## src/rtl/i2s_pkg.sv

```systemverilog
// Shared I2S frame geometry: 64 sclk per frame, two 32-bit channel slots.
package i2s_pkg;
  localparam int CH_BITS    = 32;
  localparam int FRAME_BITS = 64;

  typedef logic [$clog2(FRAME_BITS)-1:0] bit_cnt_t;

  localparam bit_cnt_t LRCK_RISE = 6'd31;
  localparam bit_cnt_t LRCK_FALL = 6'd63;
  localparam bit_cnt_t LAST_BIT  = bit_cnt_t'(FRAME_BITS - 1);
endpackage

```

## src/rtl/i2s_tx_tmg.sv

```systemverilog
// Bit/word clock generator: div_cnt divides clk into sclk, bit_cnt walks the 64-bit frame.
// sclk/lrck are registered from next-state counts so they line up exactly with div_cnt/bit_cnt.
module i2s_tx_tmg #(
  parameter int SCLK_DIV = 16
) (
  input  logic       clk,
  input  logic       rst,
  output logic       sclk,
  output logic       lrck,
  output logic [5:0] bit_cnt,
  output logic       fall,
  output logic       ld
);
  import i2s_pkg::*;

  localparam int DIV_W = $clog2(2 * SCLK_DIV);
  localparam logic [DIV_W-1:0] DIV_LAST = DIV_W'(2 * SCLK_DIV - 1);
  localparam logic [DIV_W-1:0] DIV_HALF = DIV_W'(SCLK_DIV);

  logic [DIV_W-1:0] div_cnt_q, div_cnt_d;
  bit_cnt_t         bit_cnt_q, bit_cnt_d;
  logic             sclk_q, sclk_d;
  logic             lrck_q, lrck_d;
  logic             div_wrap;

  always_comb begin
    div_wrap  = (div_cnt_q == DIV_LAST);
    div_cnt_d = div_wrap ? '0 : div_cnt_q + 1'b1;
    bit_cnt_d = bit_cnt_q;
    if (div_wrap) begin
      bit_cnt_d = bit_cnt_q + 6'd1;
    end
    sclk_d = (div_cnt_d >= DIV_HALF);
    // lrck leads the MSB of each channel by one sclk
    lrck_d = (bit_cnt_d >= LRCK_RISE) && (bit_cnt_d != LRCK_FALL);
  end

  always_ff @(posedge clk) begin
    if (rst) begin
      div_cnt_q <= '0;
      bit_cnt_q <= '0;
      sclk_q    <= 1'b0;
      lrck_q    <= 1'b0;
    end else begin
      div_cnt_q <= div_cnt_d;
      bit_cnt_q <= bit_cnt_d;
      sclk_q    <= sclk_d;
      lrck_q    <= lrck_d;
    end
  end

  assign sclk    = sclk_q;
  assign lrck    = lrck_q;
  assign bit_cnt = bit_cnt_q;
  assign fall    = (div_cnt_q == '0);
  assign ld      = div_wrap && (bit_cnt_q == LAST_BIT);
endmodule

```

## src/rtl/i2s_tx.sv

```systemverilog
// I2S master transmitter: one pending + one held sample, same sample on both channels.
// A sample accepted before ld has its MSB on sdout at the sclk fall right after ld; no backpressure, flags urun/orun.
module i2s_tx #(
  parameter int DATA_WIDTH = 24,
  parameter int SCLK_DIV   = 16
) (
  input  logic                  clk,
  input  logic                  rst,
  input  logic [DATA_WIDTH-1:0] data_i,
  input  logic                  vld_i,
  output logic                  sclk,
  output logic                  lrck,
  output logic                  sdout,
  output logic                  frm_o,
  output logic                  urun_o,
  output logic                  orun_o
);
  import i2s_pkg::*;

  logic [5:0]            bit_cnt;
  logic                  fall;
  logic                  ld;
  logic [DATA_WIDTH-1:0] pend_q, pend_d;
  logic [DATA_WIDTH-1:0] held_q, held_d;
  logic                  pend_full_q, pend_full_d;
  logic                  sdout_q, sdout_d;
  logic                  frm_q, frm_d;
  logic                  urun_q, urun_d;
  logic                  orun_q, orun_d;
  logic [CH_BITS-1:0]    ch_word;
  logic [2*CH_BITS-1:0]  frame_word;

  i2s_tx_tmg #(.SCLK_DIV(SCLK_DIV)) u_tmg (
    .clk     (clk),
    .rst     (rst),
    .sclk    (sclk),
    .lrck    (lrck),
    .bit_cnt (bit_cnt),
    .fall    (fall),
    .ld      (ld)
  );

  always_comb begin
    pend_d      = pend_q;
    pend_full_d = pend_full_q;
    held_d      = held_q;
    frm_d       = 1'b0;
    urun_d      = 1'b0;
    orun_d      = 1'b0;
    if (ld) begin
      if (pend_full_q) begin
        held_d = pend_q;
        frm_d  = 1'b1;
        if (vld_i) begin
          pend_d = data_i;
        end else begin
          pend_full_d = 1'b0;
        end
      end else if (vld_i) begin
        // sample arriving exactly at ld goes straight to the wire
        held_d = data_i;
        frm_d  = 1'b1;
      end else begin
        urun_d = 1'b1;
      end
    end else if (vld_i) begin
      pend_d      = data_i;
      pend_full_d = 1'b1;
      orun_d      = pend_full_q;
    end

    // Left-justify the sample in each 32-bit slot; ~bit_cnt maps bit 0 to the MSB
    ch_word = '0;
    ch_word[CH_BITS-1 -: DATA_WIDTH] = held_q;
    frame_word = {ch_word, ch_word};
    sdout_d = fall ? frame_word[~bit_cnt] : sdout_q;
  end

  always_ff @(posedge clk) begin
    if (rst) begin
      pend_q      <= '0;
      pend_full_q <= 1'b0;
      held_q      <= '0;
      sdout_q     <= 1'b0;
      frm_q       <= 1'b0;
      urun_q      <= 1'b0;
      orun_q      <= 1'b0;
    end else begin
      pend_q      <= pend_d;
      pend_full_q <= pend_full_d;
      held_q      <= held_d;
      sdout_q     <= sdout_d;
      frm_q       <= frm_d;
      urun_q      <= urun_d;
      orun_q      <= orun_d;
    end
  end

  assign sdout  = sdout_d;
  assign frm_o  = frm_q;
  assign urun_o = urun_q;
  assign orun_o = orun_q;
endmodule

```

## config.mk

```make
export PLATFORM = sky130hd
export DESIGN_NAME = i2s_tx
export DESIGN_NICKNAME = d
export VERILOG_FILES = /design/src/rtl/i2s_pkg.sv /design/src/rtl/i2s_tx_tmg.sv /design/src/rtl/i2s_tx.sv
export SDC_FILE = /design/constraint.sdc
export NUM_CORES = 1
export LEC_CHECK = 0
export CORE_AREA = 2 2 76 78
export CTS_CLUSTER_SIZE = 25
export DETAILED_ROUTE_END_ITERATION = 8
export DIE_AREA = 0 0 78 80
export PLACE_DENSITY = 0.77
export SYNTH_ARGS = -nofsm -noshare
export SYNTH_HDL_FRONTEND = slang
export SYNTH_SLANG_ARGS = --single-unit
export TNS_END_PERCENT = 10
```

## constraint.sdc

```tcl
create_clock -name clk -period 6.7 [get_ports clk]
set_clock_uncertainty 0.2 [all_clocks]
set_input_delay 1.34 -clock clk [delete_from_list [all_inputs] [get_ports clk]]
set_output_delay 1.34 -clock clk [all_outputs]
set_load 0.01 [all_outputs]
```

==> flow_metrics.env, run 1 <==
export IMPL_crit_path_end_kind="output port"
export IMPL_cts_setup_buffers=0
export IMPL_layout_drive_gt1_share=0.0757
export IMPL_rsz0062_at_grt="false"
export IMPL_syn_num_nets=320
export IMPL_fp_row_count=27
export IMPL_regToRegSetupSlack_ns=3.89
export IMPL_crit_type="reg -> out"
export IMPL_die_x_um=78
export IMPL_drtIter0Drc=137
export IMPL_setup_ws_ns=2.43
export IMPL_utilization=0.634
export IMPL_yosysSeqAreaShare=0.448
export IMPL_r2r_cells=8
export IMPL_ant_nets=0
export IMPL_status="completed"
export IMPL_num_io_pins=33
export IMPL_final_seq_area_sq_um=1300
export IMPL_start_util=0.538
export IMPL_cp_slowest_cell="dfxtp_1"
export IMPL_crit_fanout=15
export IMPL_cts_buffers=9
export IMPL_port_buffers=32
export IMPL_ys_ff_latch=65
export IMPL_cts_sinks=65
export IMPL_cp_arrival_ns=2.73
export IMPL_finalSetupTns_ns=0
export IMPL_setup_violations=0
export IMPL_relSlewSlack=0.252
export IMPL_track_usage=0.188
export IMPL_finalHoldViolations=0
export IMPL_synth_yosys_warnings=0
export IMPL_whs_path_depth=1
export IMPL_power_density_nw_per_um2=243
export IMPL_place_ws_ns=2.83
export IMPL_first_pass_iters=4
export IMPL_finalMaxSlewViolations=0
export IMPL_worstMarginPinSlew_ns=1.12
export IMPL_grt_pass1_wl_um=9090
export IMPL_period_share=0.637
export IMPL_crit_required_ns=5.16
export IMPL_ctsHoldBuffers=0
export IMPL_min_delay_start="u_tmg.div_cnt_q[0]"
export IMPL_cts_tree="done"
export IMPL_cts_max_level=3
export IMPL_antennaDiodeCount=0
export IMPL_hpwlAfterDp_um=3390
export IMPL_syn_area_per_cell_sq_um=10.1
export IMPL_clk_latency_ns=0.34
export IMPL_drt_vias_per_instance=5.46
export IMPL_slowest_delay_ns=0.73
export IMPL_detail_route_wirelength_um=5250
export IMPL_cp_cell_sequence="mux4_2, nand2b_1, a41oi_1, a31oi_1, clkdlybuf4s50_1"
export IMPL_grt_antenna_before_repair=0
export IMPL_clockRootBuffer="clkbuf_8"
export IMPL_area_growth_pct=17.9
export IMPL_final_cell_area_sq_um=3430
export IMPL_ir_drop_mv=0.151
export IMPL_start_kind="register"
export IMPL_grt_pass1_vias=1967
export IMPL_drc_errors=0
export IMPL_drv_cap=0
export IMPL_path_clk_slew_ns=0.07
export IMPL_syn_cell_area_sq_um=2910
export IMPL_cts_resized=0
export IMPL_hold_path_class="reg -> reg"
export IMPL_die_y_um=80
export IMPL_synthCells=289
export IMPL_layout_nets=344
export IMPL_dr_total_vias=2123
export IMPL_wire_per_inst_um=13.5
export IMPL_die_area_sq_um=6240
export IMPL_max_freq_mhz=234
export IMPL_synth_cell_types=43
export IMPL_place_area_sq_um=3220
export IMPL_gr_total_overflow=0
export IMPL_nFillCells=442
export IMPL_holdPathEnd="u_tmg.div_cnt_q[0]"
export IMPL_leakage_uw=0.00126
export IMPL_routabilityCongestion=0.842
export IMPL_regToRegEndpoint="pend_q[23]"
export IMPL_multiInputGateArea_sq_um=1470
export IMPL_period_needed_ns=4.27
export IMPL_core_area_sq_um=5410
export IMPL_clk_path_buf_depth=2
export IMPL_grt_max_degree=66
export IMPL_r2r_start="u_tmg.div_cnt_q[0]"
[cells in the final DEF (no fill, tap or decap), types with 2 or more instances in the layout]
cell and instances:
bufinv_16 2, a211oi_1 24, a31oi_1 2, buf_4 3, mux2i_1 56, mux4_2 2, inv_1 5, ha_1 4
xnor2_1 7, nand4_1 2, o2111ai_1 2, nor3b_1 3, clkbuf_8 10, nor2_1 54, dfxtp_1 65, nor2b_1 3
clkdlybuf4s50_1 31, clkbuf_1 2, nand2_1 3, nor3_1 6, nand2b_1 3, nand3_1 4, a22oi_1 2
[Yosys cell counts]
master	n	area (sq um)
clkbuf_2	1	5.00
buf_4	2	15.0
mux4_2	2	45.0
and4b_1	1	10.0
o2111ai_1	2	17.5
a22oi_1	2	15.0
dfxtp_1	65	1300
nor3b_1	3	22.5
nor4_1	1	6.26
a41oi_1	1	8.76
o22ai_1	1	6.26
and2b_1	1	7.51
xnor2_1	7	61.3
nor3_2	1	10.0
buf_2	9	45.0
maj3_1	1	10.0
a311oi_1	1	8.76
and3_1	1	6.26
inv_1	5	18.8
clkbuf_1	8	30.0
nor2_1	54	203
mux2i_1	56	561
nand4_1	2	12.5
nor3_1	6	30.0
a21oi_1	1	5.00
nand2_1	3	11.3
nand3_1	4	20.0
o21ba_2	1	10.0
or2_0	1	6.26
o31ai_4	1	21.3
nor2b_1	3	18.8
nand2b_1	3	18.8
nand3_4	1	17.5
o32ai_1	1	8.76
o311ai_0	1	8.76
or2_2	1	6.26
buf_8	2	30.0
ha_1	4	50.1
o21a_1	1	7.51
a31oi_1	2	12.5
or4b_1	1	10.0
a211oi_1	24	180
xor2_1	1	8.76
[report_power, final]
group	leakage, uW	internal (uW)	switching [uW]
sequential	0.000530	398	5.64
clock	0.000106	217	141
combinational	0.000623	38.1	32.7
[per-stage QoR]
stage	instances	total power [uW]	hold WS, ns
floorplan	289	457	0.242
global placement	374	482	0.263
detailed placement	374	483	0.274
CTS	389	839	0.283
global route	389	862	0.305
finish	389	832	0.286
[cell type report]
cell class / count / share of cell area
clock buffer: 12 / 0.0424
timing repair buffer: 35 / 0.0986
tap: 72 / 0.0263
clock inverter: 3 / 0.0190
multi-input combinational: 197 / 0.429
sequential: 65 / 0.380
inverter: 5 / 0.00548
[cell families (layout without fill, tap and decap cells)]
kind of cell               after synthesis  after routing  share of synthesized area
adders and majority gates                5              5                     0.0207
DFF                                     65             65                      0.448
buffers and inverters                   27             55                     0.0495
and+or+nand+nor                         87             87                      0.143
AOI/OAI and AO/OA                       39             39                      0.107
xor gates and xnor gates                 8              8                     0.0241
muxes                                   58             58                      0.208
[state kept, by name (all words and copies together), names as in the netlist]
name,count
held_q,24
orun_o,1
u_tmg.div_cnt_q,4
pend_full_q,1
sdout_q,1
u_tmg.sclk,1
u_tmg.bit_cnt,6
urun_o,1
u_tmg.lrck,1
frm_o,1
pend_q,24
[how the worst max path moves through the flow]
stage                      from     to  slack, ns  cells past startpoint
2_1_floorplan  u_tmg.bit_cnt[0]  sdout       3.67                      5
3_3_place_gp   u_tmg.bit_cnt[0]  sdout       2.87                      5
3_5_place_dp   u_tmg.bit_cnt[0]  sdout       2.83                      5
4_1_cts        u_tmg.bit_cnt[0]  sdout       2.45                      5
5_1_grt        u_tmg.bit_cnt[0]  sdout       2.28                      5
6_report       u_tmg.bit_cnt[0]  sdout       2.43                      5
[metal layers]
| metal | GRT usage | up-vias | part of all wire |
|---|---|---|---|
| met2 | 0.297 | 37 | 0.48 |
| li1 | - | 1084 | - |
| met5 | 0 | - | 0 |
| met1 | 0.230 | 992 | 0.46 |
| met3 | 0.0475 | 10 | 0.037 |
| met4 | 0.114 | 0 | 0.025 |
[worst max-delay path: cells and delay by family, from the launching register on]
kind                   cells  cell delay (ns)
DFF                        1             0.73
muxes                      1             0.57
AOI/OAI and AO/OA          2             0.43
buffers and inverters      1             0.51
and+or+nand+nor            1             0.15
No activity file was read; power rests on OpenSTA's default activity.
==> run 2: changes to the inputs <==
- clock period: 6.7 -> 4.3 ns (I/O delays scaled with it)
==> run 2 against run 1 <==
Effect of this change:
- non-clock buffer count up 1
- global-route usage grew 1.4 points
- worst setup slack lost 1.9 ns
- largest power group unchanged
==> flow_metrics.env, run 2 (synthesis gave the netlist of run 1 again) <==
export IMPL_status="completed"
export IMPL_start_kind="register"
export IMPL_cts_max_level=3
export IMPL_grt_pass1_wl_um=9590
export IMPL_first_pass_iters=4
export IMPL_max_freq_mhz=266
export IMPL_clockRootBuffer="clkbuf_8"
export IMPL_finalMaxSlewViolations=0
export IMPL_clk_latency_ns=0.35
export IMPL_leakage_uw=0.00127
export IMPL_finalHoldViolations=0
export IMPL_layout_commonest_cell="dfxtp_1"
export IMPL_cts_setup_buffers=0
export IMPL_crit_path_end_kind="output port"
export IMPL_hpwlAfterDp_um=3590
export IMPL_crit_required_ns=3.24
export IMPL_grt_antenna_before_repair=0
export IMPL_area_growth_pct=18.2
export IMPL_power_density_nw_per_um2=369
export IMPL_ctsHoldBuffers=0
export IMPL_cp_arrival_ns=2.70
export IMPL_worstMarginPinSlew_ns=0.712
export IMPL_gr_total_overflow=0
export IMPL_grt_pass1_vias=2032
export IMPL_fp_row_count=27
export IMPL_met2_length_um=2520
export IMPL_routabilityCongestion=0.897
export IMPL_crit_fanout=15
export IMPL_path_clk_slew_ns=0.06
export IMPL_wire_per_inst_um=13.7
export IMPL_drv_cap=0
export IMPL_relSlewSlack=0.525
export IMPL_crit_type="reg -> out"
export IMPL_setup_violations=0
export IMPL_ant_nets=0
export IMPL_drc_errors=0
export IMPL_drt_vias_per_instance=5.37
export IMPL_cp_cell_sequence="mux4_2, nand2b_1, a41oi_1, a31oi_1, clkdlybuf4s50_1"
export IMPL_dr_wl_met3_um=192
export IMPL_grt_max_degree=49
export IMPL_detail_route_wirelength_um=5370
export IMPL_final_cell_mix="dfxtp_1 (65), mux2i_1 (56), nor2_1 (54)"
export IMPL_ir_drop_mv=0.268
export IMPL_die_x_um=78
export IMPL_num_io_pins=33
export IMPL_nFillCells=476
export IMPL_slowest_delay_ns=0.71
export IMPL_hold_path_class="reg -> reg"
export IMPL_top_layer_used="met4"
export IMPL_core_area_sq_um=5410
export IMPL_period_share=0.874
export IMPL_period_needed_ns=3.76
export IMPL_clk_path_buf_depth=2
export IMPL_finalSetupTns_ns=0
export IMPL_cp_slowest_cell="dfxtp_1"
export IMPL_rsz0062_at_grt="false"
export IMPL_track_usage=0.202
export IMPL_cts_tree="done"
export IMPL_die_area_sq_um=6240
export IMPL_port_buffers=32
export IMPL_drt_met1_wl_um=2520
export IMPL_cts_resized=0
export IMPL_cts_buffers=9
export IMPL_antennaDiodeCount=0
export IMPL_die_y_um=80
export IMPL_cts_sinks=65
export IMPL_layout_drive_gt1_share=0.0878
export IMPL_hold_ws_ns=0.272
export IMPL_drtIter0Drc=122
export IMPL_start_util=0.538
export IMPL_final_seq_area_sq_um=1300
export IMPL_dr_total_vias=2099
export IMPL_layout_nets=345
export IMPL_multiInputGateArea_sq_um=1470
-- run 2: routing by layer --
layer | vias up | track usage
met5 | - | 0
met4 | 0 | 0.111
met3 | 13 | 0.0611
met2 | 33 | 0.312
met1 | 972 | 0.252
li1 | 1081 | -
-- run 2: path summary, 6_finish.rpt --
kind                      startpoint            endpoint  slack [ns]  depth (start not counted)
setup / recovery    u_tmg.bit_cnt[0]               sdout        0.54                          5
hold / removal    u_tmg.div_cnt_q[0]  u_tmg.div_cnt_q[0]        0.27                          1
setup reg to reg  u_tmg.div_cnt_q[0]           pend_q[1]        1.23                          8
hold reg to reg   u_tmg.div_cnt_q[0]  u_tmg.div_cnt_q[0]        0.27                          1
-- run 2: where the power goes --
part | internal, uW | total, uW | switching, uW
registers | 620 | 629 | 8.94
logic | 59.7 | 112 | 52.1
clock network | 303 | 526 | 223
total | 983 | 1270 | 284
-- run 2: worst max-delay path: cells and delay by family (launching register included) --
| kind | cells | cell delay (ns) |
|---|---|---|
| DFF | 1 | 0.71 |
| and+or+nand+nor | 1 | 0.15 |
| muxes | 1 | 0.57 |
| AOI/OAI and AO/OA | 2 | 0.40 |
| buffers and inverters | 1 | 0.51 |
-- run 2: area by class of cell --
class,count,area share
Timing Repair Buffer,36,0.101
Multi-Input combinational cell,197,0.428
Clock inverter,1,0.00146
Clock buffer,15,0.0601
Tap cell,72,0.0262
Inverter,5,0.00546
Sequential cell,65,0.379
-- run 2: through the flow --
stage	total power [uW]	cell area, sq um	worst slack [ns]	utilization	instances
after floorplan	712	2910	1.75	-	289
after global placement	752	3220	0.954	0.597	375
after detailed placement	755	3220	0.914	0.597	375
after CTS	1280	3440	0.520	0.636	391
after global routing	1320	3440	0.354	0.636	391
final	1270	3440	0.542	0.636	391
==> run 3: changes to the inputs <==
- REMOVE_ABC_BUFFERS: unset -> 1
- SLEW_MARGIN: unset -> 0
==> run 3 against run 2 <==
Effect of this change:
- worst hold slack improved by 0.018 ns
- count of clock-buffer cells in the layout shrank 3
- utilization shrank 1.1 points
- critical endpoint unchanged
- critical path depth unchanged
- worst setup slack better by 0.18 ns
- die area stayed put
- sequential share of layout area grew 0.69 points
- sequential cell count did not move
- design area decreased by 1.8%
- non-clock buffer count did not move
- sequential power increased by 0.6%
==> flow_metrics.env, run 3 (synthesis gave the netlist of run 1 again) <==
export IMPL_grt_pass1_wl_um=8760
export IMPL_finalSetupTns_ns=0
export IMPL_r2r_cells=8
export IMPL_core_area_sq_um=5410
export IMPL_final_cell_area_sq_um=3370
export IMPL_final_cell_mix="dfxtp_1 (65), mux2i_1 (56), nor2_1 (54)"
export IMPL_die_y_um=80
export IMPL_start_util=0.538
export IMPL_antennaDiodeCount=0
export IMPL_first_pass_iters=4
export IMPL_drc_errors=0
export IMPL_place_area_sq_um=3220
export IMPL_setup_violations=0
export IMPL_layout_drive_gt1_share=0.0728
export IMPL_dr_total_vias=2096
export IMPL_r2r_start="u_tmg.div_cnt_q[0]"
export IMPL_dp_cells=375
export IMPL_wire_per_inst_um=12.9
export IMPL_port_buffers=32
export IMPL_cts_tree="done"
export IMPL_hold_path_class="reg -> reg"
export IMPL_cts_sinks=65
export IMPL_crit_required_ns=3.24
export IMPL_whs_path_depth=1
export IMPL_drv_cap=0
export IMPL_drtIter0Drc=86
export IMPL_cp_cell_sequence="buf_4, mux4_2, o2111ai_1, a31oi_1, clkdlybuf4s50_1"
export IMPL_nFillCells=466
export IMPL_cts_max_level=3
export IMPL_max_freq_mhz=279
export IMPL_period_share=0.832
export IMPL_gr_total_overflow=0
export IMPL_leakage_uw=0.00124
export IMPL_track_usage=0.177
export IMPL_cts_buffers=9
export IMPL_relSlewSlack=0.254
export IMPL_clk_latency_ns=0.33
export IMPL_drt_vias_per_instance=5.40
export IMPL_power_density_nw_per_um2=344
export IMPL_slowest_delay_ns=0.52
export IMPL_routabilityCongestion=0.806
export IMPL_num_io_pins=33
export IMPL_cp_arrival_ns=2.52
export IMPL_finalHoldViolations=0
export IMPL_layout_commonest_cell="dfxtp_1"
export IMPL_ant_nets=0
export IMPL_holdPathEnd="u_tmg.div_cnt_q[0]"
export IMPL_fp_row_count=27
export IMPL_ir_drop_mv=0.228
export IMPL_final_cells=388
export IMPL_area_growth_pct=16.1
export IMPL_rsz0062_at_grt="false"
export IMPL_regToRegEndpoint="pend_q[13]"
export IMPL_path_clk_slew_ns=0.06
export IMPL_hpwlAfterDp_um=3330
export IMPL_finalMaxSlewViolations=0
export IMPL_die_area_sq_um=6240
export IMPL_status="completed"
export IMPL_grt_max_degree=66
export IMPL_cts_resized=0
export IMPL_worstMarginPinSlew_ns=1.12
export IMPL_crit_fanout=10
export IMPL_clk_path_buf_depth=2
export IMPL_cp_slowest_cell="mux4_2"
export IMPL_grt_pass1_vias=2020
export IMPL_regToRegSetupSlack_ns=1.55
export IMPL_start_kind="register"
export IMPL_die_x_um=78
export IMPL_detail_route_wirelength_um=5010
export IMPL_period_needed_ns=3.58
export IMPL_min_delay_start="u_tmg.div_cnt_q[0]"
export IMPL_grt_antenna_before_repair=0
export IMPL_ctsHoldBuffers=0
export IMPL_crit_type="reg -> out"
export IMPL_clockRootBuffer="clkbuf_8"
export IMPL_cts_setup_buffers=0
export IMPL_crit_path_end_kind="output port"
export IMPL_layout_nets=345
run 3: changes by cell type in the layout (fill, tap and decap cells not counted), sizes merged:
| cell | change |
|---|---|
| clkbuf | -3 |
run 3: critical path, delay by kind of cell (launching register included):
| kind | cells | cell delay [ns] |
|---|---|---|
| muxes | 1 | 0.52 |
| DFF | 1 | 0.50 |
| buffers and inverters | 2 | 0.76 |
| AOI/OAI and AO/OA | 2 | 0.42 |
run 3: report_power, final:
group	leakage (uW)	internal [uW]	total (uW)	switching (uW)
Combinational	0.000628	59.3	107	47.4
Sequential	0.000530	620	633	13.0
Clock	0.0000782	215	421	206
run 3: worst max-delay path by stage:
stage / depth (start not counted) / startpoint / endpoint
after CTS: 5 / u_tmg.bit_cnt[0] / sdout
after global placement: 5 / u_tmg.bit_cnt[2] / sdout
after global routing: 5 / u_tmg.bit_cnt[2] / sdout
after floorplan: 4 / pend_full_q / held_q[0]
final: 5 / u_tmg.bit_cnt[0] / sdout
after detailed placement: 5 / u_tmg.bit_cnt[0] / sdout
run 3: per-stage QoR:
step           setup slack [ns]   util  total power, uW  hold WS (ns)
2_1_floorplan             0.977      -              702         0.237
3_3_place_gp               1.14  0.597              751         0.257
3_5_place_dp               1.08  0.597              754         0.271
4_1_cts                   0.697  0.624             1170         0.281
5_1_grt                   0.429  0.624             1210         0.312
6_report                  0.721  0.624             1160         0.290
run 3: final cells by class:
class / count / area, sq um / area share
clock buffer: 12 / 145 / 0.0430
timing repair buffer: 36 / 345 / 0.102
tap: 72 / 90.1 / 0.0267
inverter: 5 / 18.8 / 0.00556
clock inverter: 1 / 5.00 / 0.00148
multi-input combinational: 197 / 1470 / 0.435
sequential: 65 / 1300 / 0.386
run 3: layer usage:
metal / wire length (um) / GRT usage
met1: 2450 / 0.208
met4: 74 / 0.0789
met2: 2300 / 0.300
met5: 0 / 0
met3: 186 / 0.0520
